[config.mk]
export PLATFORM = sky130hd
export DESIGN_NAME = rule_filter
export DESIGN_NICKNAME = d
export VERILOG_FILES = /design/src/rtl/filter_pkg.sv /design/src/rtl/rule_match.sv /design/src/rtl/rule_filter.sv
export SDC_FILE = /design/constraint.sdc
export NUM_CORES = 2
export LEC_CHECK = 0
export BUFFER_PORTS_ARGS = -buffer_cell sky130_fd_sc_hd__buf_2
export CORE_ASPECT_RATIO = 1.5
export CORE_MARGIN = 5
export CORE_UTILIZATION = 40
export DETAILED_ROUTE_END_ITERATION = 10
export GPL_ROUTABILITY_DRIVEN = 0
export SYNTH_ARGS = -nofsm -noshare
export SYNTH_HDL_FRONTEND = slang
export SYNTH_SLANG_ARGS = --single-unit
[constraint.sdc]
create_clock -name axi_aclk -period 5.15 [get_ports axi_aclk]
set_clock_uncertainty 0.2 [all_clocks]
set_input_delay 0 -clock axi_aclk [delete_from_list [all_inputs] [get_ports axi_aclk]]
set_output_delay 0 -clock axi_aclk [all_outputs]
set_load 0.02 [all_outputs]
[src/rtl/filter_pkg.sv]
// filter_pkg: shared types for rule_filter.
//   - FSM state encoding, rule_wr_field codes
//   - rule_t: one rule table entry; hdr_t: latched 4-tuple
//   - IP_ADDR_LEN / PORT_LEN: field widths used by rule_t / hdr_t
package filter_pkg;

    localparam int IP_ADDR_LEN = 32;
    localparam int PORT_LEN    = 16;

    typedef enum logic [1:0] {
        S_IDLE,
        S_LATCH,
        S_MATCH,
        S_WAIT_FOR_CLEAR
    } state_t;

    typedef enum logic [2:0] {
        FLD_SRC_IP   = 3'd0,
        FLD_SRC_MASK = 3'd1,
        FLD_DST_IP   = 3'd2,
        FLD_DST_MASK = 3'd3,
        FLD_SRC_PORT = 3'd4,
        FLD_DST_PORT = 3'd5,
        FLD_CTRL     = 3'd6
    } field_t;

    typedef struct packed {
        logic [IP_ADDR_LEN-1:0] src_ip;
        logic [IP_ADDR_LEN-1:0] src_mask;
        logic [IP_ADDR_LEN-1:0] dst_ip;
        logic [IP_ADDR_LEN-1:0] dst_mask;
        logic [PORT_LEN-1:0]    src_port;
        logic [PORT_LEN-1:0]    dst_port;
        logic                   action;   // 1 = send
        logic                   enable;
    } rule_t;

    typedef struct packed {
        logic [IP_ADDR_LEN-1:0] src_ip;
        logic [IP_ADDR_LEN-1:0] dst_ip;
        logic [PORT_LEN-1:0]    src_port;
        logic [PORT_LEN-1:0]    dst_port;
    } hdr_t;

endpackage

[src/rtl/rule_match.sv]
// rule_match: compares one rule against the latched header.
//   rule_i  : rule table entry
//   hdr_i   : latched header 4-tuple
//   match_o : 1 when the rule is enabled and every field matches
// A rule port of 0 is a wildcard; IPs are compared under their masks.
module rule_match
    import filter_pkg::*;
(
    input  rule_t rule_i,
    input  hdr_t  hdr_i,
    output logic  match_o
);

    logic src_ok, dst_ok, sport_ok, dport_ok;

    assign src_ok   = (hdr_i.src_ip & rule_i.src_mask) == (rule_i.src_ip & rule_i.src_mask);
    assign dst_ok   = (hdr_i.dst_ip & rule_i.dst_mask) == (rule_i.dst_ip & rule_i.dst_mask);
    assign sport_ok = (rule_i.src_port == '0) || (rule_i.src_port == hdr_i.src_port);
    assign dport_ok = (rule_i.dst_port == '0) || (rule_i.dst_port == hdr_i.dst_port);
    assign match_o  = rule_i.enable && src_ok && dst_ok && sport_ok && dport_ok;

endmodule

[src/rtl/rule_filter.sv]
// rule_filter: multi-rule masked header filter with fixed priority.
//   axi_aclk / axi_areset      : clock, synchronous active-high reset
//   hdr_rd / hdr_clear         : header valid pulse / packet-done release
//   hdr_{src,dst}_{ip,port}    : parsed 4-tuple
//   rule_wr_*                  : rule table write port (field codes in filter_pkg)
//   m_send / m_send_rd         : forward decision / decision valid until hdr_clear
//   m_rule_hit / m_rule_idx    : winning rule (lowest index), idx 0 on miss
//   cnt_rd_idx / cnt_rd_data   : hit counter read (NUM_RULES selects default counter)
// Optional feature macro: RULE_HIT_COUNTERS_EN enables saturating hit counters;
// without it cnt_rd_data reads 0.
module rule_filter #(
    parameter int NUM_RULES      = 8,
    parameter int IP_ADDR_LEN    = filter_pkg::IP_ADDR_LEN,
    parameter int PORT_LEN       = filter_pkg::PORT_LEN,
    parameter bit DEFAULT_PERMIT = 1'b0,
    localparam int IDX_W         = (NUM_RULES > 1) ? $clog2(NUM_RULES) : 1
) (
    input  logic                   axi_aclk,
    input  logic                   axi_areset,
    input  logic                   hdr_rd,
    input  logic                   hdr_clear,
    input  logic [IP_ADDR_LEN-1:0] hdr_src_ip,
    input  logic [IP_ADDR_LEN-1:0] hdr_dst_ip,
    input  logic [PORT_LEN-1:0]    hdr_src_port,
    input  logic [PORT_LEN-1:0]    hdr_dst_port,
    input  logic                   rule_wr_en,
    input  logic [IDX_W-1:0]       rule_wr_idx,
    input  logic [2:0]             rule_wr_field,
    input  logic [31:0]            rule_wr_data,
    output logic                   m_send,
    output logic                   m_send_rd,
    output logic                   m_rule_hit,
    output logic [IDX_W-1:0]       m_rule_idx,
    input  logic [IDX_W:0]         cnt_rd_idx,
    output logic [31:0]            cnt_rd_data
);
    import filter_pkg::*;

    state_t               state_q;
    hdr_t                 hdr_q;
    rule_t                rules_q [NUM_RULES];
    logic [NUM_RULES-1:0] match_vec;
    logic [NUM_RULES-1:0] match_q;
    logic [NUM_RULES-1:0] act_q;
    logic                 hit;
    logic [IDX_W-1:0]     win;

    // Rule table: writes land on the next edge regardless of FSM state.
    always_ff @(posedge axi_aclk) begin
        if (axi_areset) begin
            for (int i = 0; i < NUM_RULES; i++) rules_q[i] <= '0;
        end else if (rule_wr_en) begin
            for (int i = 0; i < NUM_RULES; i++) begin
                if (rule_wr_idx == IDX_W'(i)) begin
                    case (rule_wr_field)
                        FLD_SRC_IP:   rules_q[i].src_ip   <= rule_wr_data[IP_ADDR_LEN-1:0];
                        FLD_SRC_MASK: rules_q[i].src_mask <= rule_wr_data[IP_ADDR_LEN-1:0];
                        FLD_DST_IP:   rules_q[i].dst_ip   <= rule_wr_data[IP_ADDR_LEN-1:0];
                        FLD_DST_MASK: rules_q[i].dst_mask <= rule_wr_data[IP_ADDR_LEN-1:0];
                        FLD_SRC_PORT: rules_q[i].src_port <= rule_wr_data[PORT_LEN-1:0];
                        FLD_DST_PORT: rules_q[i].dst_port <= rule_wr_data[PORT_LEN-1:0];
                        FLD_CTRL: begin
                            rules_q[i].action <= rule_wr_data[1];
                            rules_q[i].enable <= rule_wr_data[0];
                        end
                        default: ;
                    endcase
                end
            end
        end
    end

    for (genvar g = 0; g < NUM_RULES; g++) begin : g_rule
        rule_match u_match (
            .rule_i  (rules_q[g]),
            .hdr_i   (hdr_q),
            .match_o (match_vec[g])
        );
    end

    // Lowest index wins: scan downward so the last assignment is the smallest index.
    always_comb begin
        hit = 1'b0;
        win = '0;
        for (int i = NUM_RULES - 1; i >= 0; i--) begin
            if (match_q[i]) begin
                hit = 1'b1;
                win = IDX_W'(i);
            end
        end
    end

    always_ff @(posedge axi_aclk) begin
        if (axi_areset) begin
            state_q    <= S_IDLE;
            hdr_q      <= '0;
            match_q    <= '0;
            act_q      <= '0;
            m_send     <= 1'b0;
            m_send_rd  <= 1'b0;
            m_rule_hit <= 1'b0;
            m_rule_idx <= '0;
        end else begin
            case (state_q)
                S_IDLE: begin
                    m_send     <= 1'b0;
                    m_send_rd  <= 1'b0;
                    m_rule_hit <= 1'b0;
                    m_rule_idx <= '0;
                    if (hdr_rd) begin
                        hdr_q   <= '{src_ip: hdr_src_ip, dst_ip: hdr_dst_ip,
                                     src_port: hdr_src_port, dst_port: hdr_dst_port};
                        state_q <= S_LATCH;
                    end
                end
                S_LATCH: begin
                    // Snapshot actions together with matches so a table write
                    // during MATCH cannot split the decision across two table versions.
                    match_q <= match_vec;
                    for (int i = 0; i < NUM_RULES; i++) act_q[i] <= rules_q[i].action;
                    state_q <= S_MATCH;
                end
                S_MATCH: begin
                    m_send     <= hit ? act_q[win] : DEFAULT_PERMIT;
                    m_rule_hit <= hit;
                    m_rule_idx <= win;
                    m_send_rd  <= 1'b1;
                    state_q    <= S_WAIT_FOR_CLEAR;
                end
                S_WAIT_FOR_CLEAR: begin
                    if (hdr_clear) begin
                        m_send     <= 1'b0;
                        m_send_rd  <= 1'b0;
                        m_rule_hit <= 1'b0;
                        m_rule_idx <= '0;
                        state_q    <= S_IDLE;
                    end
                end
                default: state_q <= S_IDLE;
            endcase
        end
    end

`ifdef RULE_HIT_COUNTERS_EN
    logic [31:0]        cnt_q [NUM_RULES+1];
    logic [NUM_RULES:0] cnt_sel;

    // Slot NUM_RULES counts default (no-hit) decisions.
    always_comb begin
        cnt_sel = '0;
        for (int i = 0; i < NUM_RULES; i++) cnt_sel[i] = hit && (win == IDX_W'(i));
        cnt_sel[NUM_RULES] = !hit;
    end

    always_ff @(posedge axi_aclk) begin
        if (axi_areset) begin
            for (int i = 0; i <= NUM_RULES; i++) cnt_q[i] <= '0;
        end else if (state_q == S_MATCH) begin
            for (int i = 0; i <= NUM_RULES; i++) begin
                if (cnt_sel[i] && (cnt_q[i] != 32'hFFFF_FFFF)) cnt_q[i] <= cnt_q[i] + 32'd1;
            end
        end
    end

    always_comb begin
        cnt_rd_data = '0;
        for (int i = 0; i <= NUM_RULES; i++) begin
            if (cnt_rd_idx == (IDX_W+1)'(i)) cnt_rd_data = cnt_q[i];
        end
    end
`else
    logic unused_cnt;
    assign unused_cnt  = ^cnt_rd_idx;
    assign cnt_rd_data = '0;
`endif

endmodule

==> flow_summary.json <==
{
  "vias": 40200,
  "synth-seq-cells": 1416,
  "end_kind": "flip-flop",
  "htree_levels": 4,
  "crit_path_start_kind": "flip-flop",
  "final.fill_count": 12900,
  "fmax_ghz": 0.293,
  "layout-drive-gt1-share": 0.108,
  "finalNonFillerCells": 7140,
  "grt_use_total": 0.262,
  "cts_hold_buf": 372,
  "layout.cells.most_common_list": "edfxtp_1 (1296), nor2_1 (1000), xor2_1 (768)",
  "postCtsSetupRepairBufs": 0,
  "rsz0062_at_grt": "false",
  "hpwl_mm": 133,
  "cts_resized": 0,
  "synth.distinct_cells": 44,
  "die_y_um": 484,
  "slew_violations": 9,
  "fin_setup_tns_ns": 0,
  "final_common_cell": "edfxtp_1",
  "combPwrFrac": 0.142,
  "place_area_um2": 62900,
  "drc": 0,
  "internal_power_mw": 20.2,
  "ir_worst_vdd_mv": 0.280,
  "setup_violations": 0,
  "chipWidth_um": 326,
  "wl_mm": 212,
  "hold_path_class": "in -> reg",
  "dieArea_um2": 158000,
  "seq_power_share": 0.513,
  "drt_first_pass_iters": 8,
  "antenna_found_initial": 8,
  "hold_ws_ns": 0.0746,
  "final_util": 0.473,
  "synth.avg_cell_area_um2": 13.0,
  "initial_core_util": 0.401,
  "finalNetCount": 5238,
  "violations": "max-capacitance violations, max-slew violations",
  "portBuffers": 144,
  "viasPerCell": 5.64,
  "pwr-share-clk": 0.345,
  "critPathRequiredTime_ns": 5.63,
  "seq_area_frac_synth": 0.689,
  "tritoncts": "built",
  "arrival_ns": 3.89,
  "cts-root-buf": "clkbuf_16",
  "period_needed_ns": 3.41,
  "routedWlPerCell_um": 29.8,
  "cts.sinks": 1416,
  "io_pins": 181,
  "outcome": "finished with violations",
  "placed_cells": 6521,
  "rows": 174,
  "clock_path_buffers": 3,
  "clk_latency_ns": 0.77,
  "fin_crit_sh": 0.662,
  "stdcell_area_um2": 70800,
  "switchingPower_mw": 7.93,
  "synth_area_um2": 60000,
  "area_delta_synth_final_pct": 18.0,
  "swShare": 0.282,
  "detail-route-antenna-nets": 0,
  "grt_pass1_vias": 39300,
  "drv_cap": 1,
  "grt-ovfl-total": 0,
  "grt_start_max_net_pins": 101,
  "yosys_warnings": 0,
  "drt-initial-drc-count": 4790,
  "cp_max_fo": 8,
  "tightest_slew_ns": 1.52,
  "slew_headroom": -0.0127,
  "grt_pass1_wl_mm": 294,
  "p_leak_nw": 26.5,
  "clk_pin_slew_ns": 0.06,
  "syn_inst": 4617,
  "cts_buffers": 131,
  "core_um2": 150000,
  "path_class": "reg -> reg",
  "final-hold-violation-count": 0,
  "p_per_area_nw_per_um2": 398
}
## Yosys cell counts
library cell / number / area share
a2111oi_0: 1 / 0.00015
a211oi_1: 1 / 0.00013
a21oi_1: 108 / 0.0090
a221o_1: 8 / 0.0013
a221oi_1: 32 / 0.0047
a222oi_1: 8 / 0.0013
a22o_1: 32 / 0.0047
a22oi_1: 178 / 0.022
a31oi_1: 2 / 0.00021
a32o_1: 1 / 0.00017
and2_1: 2 / 0.00021
and3_1: 1 / 0.00010
and3b_1: 2 / 0.00029
buf_1: 41 / 0.0026
buf_2: 8 / 0.00067
buf_4: 42 / 0.0053
buf_6: 46 / 0.0086
clkbuf_1: 241 / 0.015
conb_1: 1 / 0.000063
dfxtp_1: 120 / 0.040
edfxtp_1: 1296 / 0.65
ha_1: 5 / 0.0010
inv_1: 38 / 0.0024
mux2i_1: 10 / 0.0017
nand2_1: 261 / 0.016
nand2b_1: 78 / 0.0081
nand3_1: 6 / 0.00050
nand3b_1: 1 / 0.00013
nand4_1: 88 / 0.0092
nor2_1: 1000 / 0.063
nor2b_1: 8 / 0.00083
nor3_1: 4 / 0.00033
nor3b_2: 3 / 0.00063
nor4_1: 129 / 0.013
o21ai_0: 3 / 0.00025
o21ai_1: 8 / 0.00067
o21bai_1: 14 / 0.0018
o22ai_1: 3 / 0.00031
o311a_1: 1 / 0.00017
o31a_1: 1 / 0.00015
or2_2: 1 / 0.00010
or3_1: 8 / 0.00083
or4_1: 8 / 0.0010
xor2_1: 768 / 0.11
## state kept, by name, indices dropped and copies added, names as in the netlist
register,flops
m_send_rd,1
act_q,8
hdr_q,96
m_rule_hit,1
match_q,8
rules_q,1296
m_rule_idx,3
m_send,1
state_q,2
## through the flow
| step | worst slack, ns | power, mW |
|---|---|---|
| 4_1_cts | 1.81 | 28.1 |
| 3_5_place_dp | 1.84 | 18.2 |
| 5_1_grt | 1.74 | 28.9 |
| 3_3_place_gp | 1.91 | 18.1 |
| 2_1_floorplan | 2.50 | 16.3 |
| 6_report | 1.74 | 28.2 |
## final timing paths
kind / from / endpoint / slack [ns] / depth (start not counted)
min: hdr_rd / state_q[0]$_SDFFE_PP0P_ / 0.07 / 6
max reg2reg: hdr_q[93]$_SDFFE_PP0P_ / match_q[6]$_SDFFE_PP0N_ / 1.74 / 7
max: hdr_q[93]$_SDFFE_PP0P_ / match_q[6]$_SDFFE_PP0N_ / 1.74 / 7
min reg2reg: m_rule_hit$_SDFFE_PP0P_ / m_rule_hit$_SDFFE_PP0P_ / 0.28 / 2
## layout make-up
cell class / instances / area (um^2) / area share
antenna: 9 / 22.5 / 0.000318
clock buffer: 179 / 3680 / 0.0519
clock inverter: 59 / 509 / 0.00719
inverter: 38 / 143 / 0.00201
multi-input combinational: 2816 / 16900 / 0.239
sequential: 1416 / 41300 / 0.584
tap: 1936 / 2420 / 0.0342
timing repair buffer: 687 / 5780 / 0.0817
## metal layers
metal,vias up,global-route usage,share of wire
met5,-,0,0
met4,0,0.175,0.085
met3,596,0.0471,0.084
met2,2179,0.433,0.47
met1,20400,0.315,0.36
li1,17100,-,-
## critical path, stage by stage, from the launching register on
cell and delay [ns]:
dfxtp_1 1.33, buf_4 0.29, xor2_1 0.07, a22oi_1 0.21, nand4_1 0.19, or3_1 0.39
or4_1 0.46, o21ai_1 0.17
## logic make-up (layout without fill, tap and decap cells)
group,Yosys count,count (layout),share of synthesized area
DFF,1416,1416,0.689
AOI/OAI and AO/OA,401,401,0.0472
adders and majority gates,5,5,0.00104
and+or+nand+nor,1600,1600,0.115
other,1,41,0.0000625
muxes,10,10,0.00167
buffers and inverters,416,963,0.0346
xor gates and xnor gates,768,768,0.112
## power by group through the flow
stage	sequential [mW]	clock [mW]	combinational, mW
CTS	14.4	9.76	3.92
detailed placement	14.7	0	3.50
global placement	14.6	0	3.48
finish	14.4	9.71	4.01
global route	14.5	10.2	4.21
floorplan	13.8	0	2.47
Note: power is estimated with default switching activity, not from simulation.
